[config.mk]
export PLATFORM = sky130hd
export DESIGN_NAME = sequence_detector_moore_flat
export DESIGN_NICKNAME = d
export VERILOG_FILES = /design/src/rtl/sequence_detector_moore_if.sv /design/src/rtl/sequence_detector_moore.sv /design/src/flat_wrapper.sv
export SDC_FILE = /design/constraint.sdc
export NUM_CORES = 1
export LEC_CHECK = 0
export BUFFER_PORTS_ARGS = -buffer_cell sky130_fd_sc_hd__buf_4
export CORE_AREA = 5 5 42 44
export CTS_CLUSTER_DIAMETER = 50
export DETAILED_ROUTE_END_ITERATION = 7
export DIE_AREA = 0 0 47 49
export PLACE_DENSITY = 0.38
export SLEW_MARGIN = 0
export SYNTH_ARGS = -nofsm -noshare
export SYNTH_HDL_FRONTEND = slang
export SYNTH_SLANG_ARGS = --single-unit
[constraint.sdc]
create_clock -name clock -period 1.38 [get_ports clock]
set_clock_uncertainty 0.15 [all_clocks]
set_input_delay 0.069 -clock clock [delete_from_list [all_inputs] [get_ports clock]]
set_output_delay 0.069 -clock clock [all_outputs]
set_load 0.01 [all_outputs]
[src/rtl/sequence_detector_moore_if.sv]
// Serial bit stream in, detect pulse out.
// The master drives bits and the slave reports matches.
interface sequence_detector_moore_if;
  logic sequence_in;
  logic detector_out;

  modport master (
    output sequence_in,
    input  detector_out
  );

  modport slave (
    input  sequence_in,
    output detector_out
  );
endinterface

[src/rtl/sequence_detector_moore.sv]
// Moore FSM detecting 1011, MSB first, with overlap.
// The detect flag is registered with the state, so it is glitch-free.
module sequence_detector_moore (
  input  logic                        clock,
  input  logic                        reset,
  sequence_detector_moore_if.slave    bus
);

  typedef enum logic [2:0] {
    ZERO          = 3'd0,
    ONE           = 3'd1,
    ONEZERO       = 3'd2,
    ONEZEROONE    = 3'd3,
    ONEZEROONEONE = 3'd4
  } state_e;

  state_e state;
  logic   detect_q;

  function automatic state_e next_state(
    input state_e s,
    input logic   b
  );
    state_e n;
    case (s)
      ZERO:          n = b ? ONE        : ZERO;
      ONE:           n = b ? ONE        : ONEZERO;
      ONEZERO:       n = b ? ONEZEROONE : ZERO;
      ONEZEROONE:    n = b ? ONEZEROONEONE : ONEZERO;
      ONEZEROONEONE: n = b ? ONE        : ONEZERO;
      // Unused encodings fall back to idle.
      default:       n = ZERO;
    endcase
    return n;
  endfunction

  always_ff @(posedge clock or posedge reset) begin
    if (reset) begin
      state    <= ZERO;
      detect_q <= 1'b0;
    end else begin
      state    <= next_state(state, bus.sequence_in);
      detect_q <= (next_state(state, bus.sequence_in)
                   == ONEZEROONEONE);
    end
  end

  assign bus.detector_out = detect_q;

endmodule

[src/flat_wrapper.sv]
// flat-port wrapper written by rule: the top's interface ports become plain ports
module sequence_detector_moore_flat 
  (clock, reset, bus_sequence_in, bus_detector_out);
  sequence_detector_moore_if bus_i ();
  input  logic clock;
  input  logic reset;
  input wire logic [$bits(bus_i.sequence_in)-1:0] bus_sequence_in;
  output wire logic [$bits(bus_i.detector_out)-1:0] bus_detector_out;
  assign bus_i.sequence_in = bus_sequence_in;
  assign bus_detector_out = bus_i.detector_out;
  sequence_detector_moore u_core (.clock(clock), .reset(reset), .bus(bus_i));
endmodule
==> run summary, run 1 <==
cell with the most instances after synthesis: dfrtp_1
Synth top cells by count: 4 x dfrtp_1, 2 x and4b_2, 2 x nor2_1
setup bufs post-CTS: 0
Hold Crit Class: primary input to asynchronous set/reset pin
Die H: 49 µm
WL/cell: 8.24 µm
Filler cells: 161
synth warn: 0
Achievable Freq: 855 MHz
Skew-Pair Late Insertion Delay: 0.23 ns
detailed-route via count: 132
CTS tree: built
Tcrit/Tclk final: 0.847
CTS Sinks: 4
Post-Synthesis Cells: 14
global route total overflow: 0
Leakage: 0.125 nW
Crit Path Max Fanout: 6
Synth Flop Type: dfrtp_1
dpl ws: 0.270 ns
# setup viols final: 0
Max Cap Viol: 0
IO buf count: 3
DR top layer: met3
total negative slack: 0 ns
global-route wire length before repair: 572 µm
share of cells above drive strength 1: 0.409
Row Count: 14
hold buffers post-CTS: 2
n_diodes: 0
largest net degree at the start of global routing: 8
drt drc: 0
GRT Overall Usage: 0.0409
Mapped Area: 180 µm²
CP startpoint kind: primary input
Cell Pwr Density: 1180 nW/µm²
top cell type's share of synthesized area: 0.556
WL met3: 37 µm
Yosys reg bits: 4
Critical Setup Path Class: primary input to register
RD Place Congestion: 0.618
Post-synth ARST share: 1.00
sequential share of the synthesized area: 0.556
critical path required time: 1.34 ns
met1 wire length: 142 µm
starting density of the core: 0.129
TritonCTS buffer count: 3
final worst slack: 0.211 ns
synth unique cells: 9
Fin. Hold Viols: 0
met2 wire len: 133 µm
TritonRoute pass-1 iters: 1
Layout area overhead: 47.2%
final antenna-violating net count: 0
unrepaired setup endpoints after global routing: false
Vias/cell: 3.47
CP Data Arrival Time: 1.13 ns
clock buffer depth: 2
Area contributors post-synth: dfrtp_1 56%, and4b_2 13%, nor4bb_2 9.0%
final wirelength: 313 µm
post-CTS sizing: 0
Die Width: 47 µm
run status: finished, final reports clean
die area: 2300 µm²
Syn Area/Cell: 12.9 µm²
Final Critical Period: 1.17 ns
CTS root buf: clkbuf_4
CTS clk-pin slew, worst paths: 0.04 ns
initial antenna violation count: 0
peak supply drop: 0.151 mV
cell taking the most area after synthesis: dfrtp_1
core area: 1400 µm²
kind of end point of the critical path: register
depth of the CTS H-tree: 1
# IOs: 4
final net count: 27
fin. max-slew vios: 0
DRT iter0 DRCs: 0
via count of the first global-routing pass: 129
Slew @ Worst Pin: 0.241 ns
Post-synth EDFFs: 0
Slew headroom: 0.837
Synthesized Nets: 17
layout make-up:
class | count | area, µm² | area share
Timing Repair Buffer | 5 | 42.5 | 0.160
Clock buffer | 3 | 22.5 | 0.0849
Tap cell | 16 | 20.0 | 0.0755
Inverter | 1 | 3.75 | 0.0142
Sequential cell | 4 | 100 | 0.377
Multi-Input combinational cell | 9 | 76.3 | 0.288
flip-flops by register name (all words and copies together), names as in the netlist:
register	count
u_core.bus.detector_out	1
u_core.state	3
report_power, final:
| part | internal, mW | switching [mW] | leakage, nW | total [mW] |
|---|---|---|---|---|
| logic | 0.0217 | 0.0108 | 0.0590 | 0.0325 |
| registers | 0.127 | 0.0119 | 0.0522 | 0.139 |
| clock network | 0.0971 | 0.0450 | 0.0138 | 0.142 |
path summary, 6_finish.rpt:
path / cells past startpoint / startpoint / to / slack, ns
max in group asynchronous: 3 / reset / u_core.bus.detector_out / 0.80
min in group clock: 3 / bus_sequence_in / u_core.state[0] / 0.48
hold reg to reg: 1 / u_core.state[0] / u_core.state[1] / 0.48
hold / removal: 3 / reset / u_core.state[2] / 0.13
setup reg to reg: 2 / u_core.state[2] / u_core.state[1] / 0.27
setup / recovery: 4 / bus_sequence_in / u_core.state[1] / 0.21
kinds of logic after synthesis:
family / Yosys count / share of synthesized area
AND/OR/NAND/NOR: 6 / 0.306
AO/OA/AOI/OAI: 3 / 0.118
flip-flops: 4 / 0.556
buffers and inverters: 1 / 0.0208
layer usage:
metal	up-vias	global-route usage
li1	70	-
met1	58	0.0398
met2	4	0.0430
met3	0	0.0221
met4	0	0.0691
met5	-	0
per-stage QoR:
step           hold slack [ns]  power (mW)  instances  cell area [µm²]  utilization
5_1_grt                  0.135       0.346         38              265        0.189
6_report                 0.130       0.313         38              265        0.189
3_5_place_dp            -0.181       0.169         33              223        0.159
2_1_floorplan           -0.315       0.156         14              180            -
4_1_cts                  0.130       0.323         38              265        0.189
3_3_place_gp            -0.181       0.168         33              223        0.159
placed cells by master (no fill, tap or decap):
cell type and instances:
clkbuf_4 3, buf_4 3, a211o_1 1, nor4b_1 1, inv_1 1, dfrtp_1 4
dlygate4sd3_1 2, a21oi_1 1, nor4bb_2 1, and4b_2 2, o21a_1 1, nor2_1 2
worst max-delay path, stage by stage:
cell and delay (ns):
dlygate4sd3_1 0.53, buf_4 0.15, nor4bb_2 0.16, a211o_1 0.23
Note: power is estimated with default switching activity, not from simulation.
==> run 2, diff against run 1 <==
- ABC_AREA: not set -> 1
- PLACE_DENSITY: 0.38 -> 0.36
- clock period: 1.38 -> 1.2 ns (I/O delays scaled with it)
==> run 2 against run 1 <==
  * First-iteration DRC count is 1 higher
  * Total power up 15%
  * Sequential cell count unchanged
  * Final area shrank 5.7%
  * Combinational power rose by 17%
  * Cell count is 11% higher
  * Synthesized cell count rose by 29%
  * Clock power grew 17%
  * Highest routed layer is now met4
  * Die area did not move
  * Global-route usage rose by 0.076 points
  * Via count rose by 8.3%
  * Count of clock-buffer cells in the layout is the same
==> run summary, run 2 <==
Fin. Hold Viols: 0 (unchanged)
CTS root buf: clkbuf_4 (unchanged)
detailed-route via count: 143 (was 132)
R2R depth: 3 (was 2)
Critical Setup Path Class: primary input to register (unchanged)
leading cell types in the layout, fill and taps excluded: 4 x nand2_1, 4 x dfrtp_1, 3 x inv_1, 3 x clkbuf_4, 3 x buf_4 (was 4 x dfrtp_1, 3 x clkbuf_4, 3 x buf_4)
CTS Sinks: 4 (unchanged)
Syn Area/Cell: 9.18 µm² (was 12.9 µm²)
Critical-path top delay cell: dlygate4sd3_1 (unchanged)
Critical Path End: u_core.state[1] (unchanged)
Leakage: 0.128 nW (was 0.125 nW)
depth of the CTS H-tree: 1 (unchanged)
clock buffer depth: 2 (unchanged)
Skew-Pair Late Insertion Delay: 0.24 ns (was 0.23 ns)
TritonCTS buffer count: 3 (unchanged)
run status: finished, final reports clean (unchanged)
Cell Pwr Density: 1440 nW/µm² (was 1180 nW/µm²)
fin util: 0.179 (was 0.189)
Mapped Area: 165 µm² (was 180 µm²)
final worst slack: 0.201 ns (was 0.211 ns)
r2r setup slk: 0.25 ns (was 0.27 ns)
Row Count: 14 (unchanged)
n_diodes: 0 (unchanged)
cell taking the most area after synthesis: dfrtp_1 (unchanged)
DRT iter0 DRCs: 1 (was 0)
kind of end point of the critical path: register (unchanged)
hold buffers post-CTS: 2 (unchanged)
dpl ws: 0.254 ns (was 0.270 ns)
Achievable Freq: 1000 MHz
Slew @ Worst Pin: 0.167 ns (was 0.241 ns)
total negative slack: 0 ns (unchanged)
crit-path max cell delay: 0.53 ns (about the same)
Area contributors post-synth: dfrtp_1 61%, nand2_1 9.1%, inv_1 6.8% (was dfrtp_1 56%, and4b_2 13%, nor4bb_2 9.0%)
starting density of the core: 0.118 (was 0.129)
sequential share of the synthesized area: 0.606 (was 0.556)
Slew headroom: 0.888 (was 0.837)
# IOs: 4 (unchanged)
RD Place Congestion: 0.603 (was 0.618)
TritonRoute pass-1 iters: 2 (was 1)
synth warn: 0 (unchanged)
IO buf count: 3 (unchanged)
core area: 1400 µm² (unchanged)
Filler cells: 166 (was 161)
Synth top cells by count: 4 x dfrtp_1, 4 x nand2_1, 3 x inv_1, 2 x nor2_1, 2 x nor3_1 (was 4 x dfrtp_1, 2 x and4b_2, 2 x nor2_1)
fin cells: 42 (was 38)
via count of the first global-routing pass: 151 (was 129)
Vias/cell: 3.40 (was 3.47)
Die H: 49 µm (unchanged)
GRT Overall Usage: 0.0417 (was 0.0409)
global route total overflow: 0 (unchanged)
largest net degree at the start of global routing: 6 (was 8)
Synthesized Nets: 21 (was 17)
FF-to-FF Start: u_core.state[2] (unchanged)
fin. max-slew vios: 0 (unchanged)
Layout area overhead: 51.5% (was 47.2%)
Post-Synthesis Cells: 18 (was 14)
Yosys reg bits: 4 (unchanged)
share of cells above drive strength 1: 0.269 (was 0.409)
Tcrit/Tclk final: 0.833
WL/cell: 8.31 µm (was 8.24 µm)
final wirelength: 349 µm (was 313 µm)
setup bufs post-CTS: 0 (unchanged)
Hold Crit Class: primary input to asynchronous set/reset pin (unchanged)
CP startpoint kind: primary input (unchanged)
unrepaired setup endpoints after global routing: false (unchanged)
max reg flops: 3 (unchanged)
Biggest register: u_core.state (unchanged)
CP Data Arrival Time: 1.02 ns (was 1.13 ns)
CTS clk-pin slew, worst paths: 0.04 ns (about the same)
Post-synth EDFFs: 0 (unchanged)
Max Cap Viol: 0 (unchanged)
top cell type's share of synthesized area: 0.606 (was 0.556)
critical-path cell list: dlygate4sd3_1 > buf_4 > inv_1 > o21ai_1 > a21oi_2 (was dlygate4sd3_1 > buf_4 > nor4bb_2 > a211o_1)
initial antenna violation count: 0 (unchanged)
Worst R2R End: u_core.state[1] (unchanged)
peak supply drop: 0.320 mV (was 0.151 mV)
post-CTS sizing: 0 (unchanged)
dpl cells: 37 (was 33)
critical path required time: 1.22 ns (was 1.34 ns)
final net count: 31 (was 27)
Synth Flop Type: dfrtp_1 (unchanged)
# setup viols final: 0 (unchanged)
Post-synth ARST share: 1.00 (unchanged)
synth unique cells: 8 (was 9)
global-route wire length before repair: 552 µm (was 572 µm)
Die Width: 47 µm (unchanged)
CTS tree: built (unchanged)
die area: 2300 µm² (unchanged)
drt drc: 0 (unchanged)
Final Critical Period: 0.999 ns
final antenna-violating net count: 0 (unchanged)
Crit Path Max Fanout: 3 (was 6)
Critical Path Source: bus_sequence_in (unchanged)
-- run 2: cell count changes in the layout (fill, tap and decap cells not counted) --
cell / delta
nand2_1: +4
and4b_2: -2
inv_1: +2
nor3_1: +2
a211o_1: -1
a21oi_1: -1
a21oi_2: +1
nor4b_1: -1
nor4bb_2: -1
o21ai_1: +1
-- run 2: cell families after synthesis --
group / share of synthesized area
buf+inv: 0.0682
compound gates: 0.129
simple gates: 0.197
flops: 0.606
-- run 2: metal layers --
| layer | part of all wire | track usage | vias up |
|---|---|---|---|
| li1 | - | - | 73 |
| met1 | 0.44 | 0.0333 | 59 |
| met2 | 0.35 | 0.0452 | 7 |
| met3 | 0.15 | 0.0554 | 4 |
| met4 | 0.063 | 0.0415 | 0 |
| met5 | 0 | 0 | - |
-- run 2: how the worst min path moves through the flow --
stage                     startpoint  slack [ns]                      end
after global routing           reset        0.13          u_core.state[0]
after CTS                      reset        0.12  u_core.bus.detector_out
final                          reset        0.12  u_core.bus.detector_out
after floorplan                reset       -0.32  u_core.bus.detector_out
after global placement         reset       -0.19  u_core.bus.detector_out
after detailed placement       reset       -0.18  u_core.bus.detector_out
-- run 2: report_power, final --
part / total (mW) / switching [mW] / leakage (nW) / internal [mW]
sequential: 0.156 / 0.00981 / 0.0523 / 0.146
combinational: 0.0380 / 0.0183 / 0.0620 / 0.0196
clock: 0.166 / 0.0544 / 0.0138 / 0.112
total: 0.360 / 0.0825 / 0.128 / 0.278
-- run 2: final cells by class --
type / count / area [µm²] / share of cell area
well taps: 16 / 20.0 / 0.0800
inverters: 3 / 11.3 / 0.0450
repair buffers: 5 / 42.5 / 0.170
multi-input cells: 11 / 53.8 / 0.215
clock buffers: 3 / 22.5 / 0.0900
flip-flops and latches: 4 / 100 / 0.400
-- run 2: worst max-delay path: cells and delay by family --
family | cells | cell delay [ns]
buffers and inverters | 3 | 0.75
AOI/OAI and AO/OA | 2 | 0.21
-- run 2: stage by stage --
stage / power [mW] / cell area, µm² / hold WS (ns)
6_report: 0.360 / 250 / 0.117
4_1_cts: 0.369 / 250 / 0.118
5_1_grt: 0.389 / 250 / 0.130
3_5_place_dp: 0.191 / 208 / -0.183
3_3_place_gp: 0.189 / 208 / -0.189
2_1_floorplan: 0.176 / 165 / -0.324
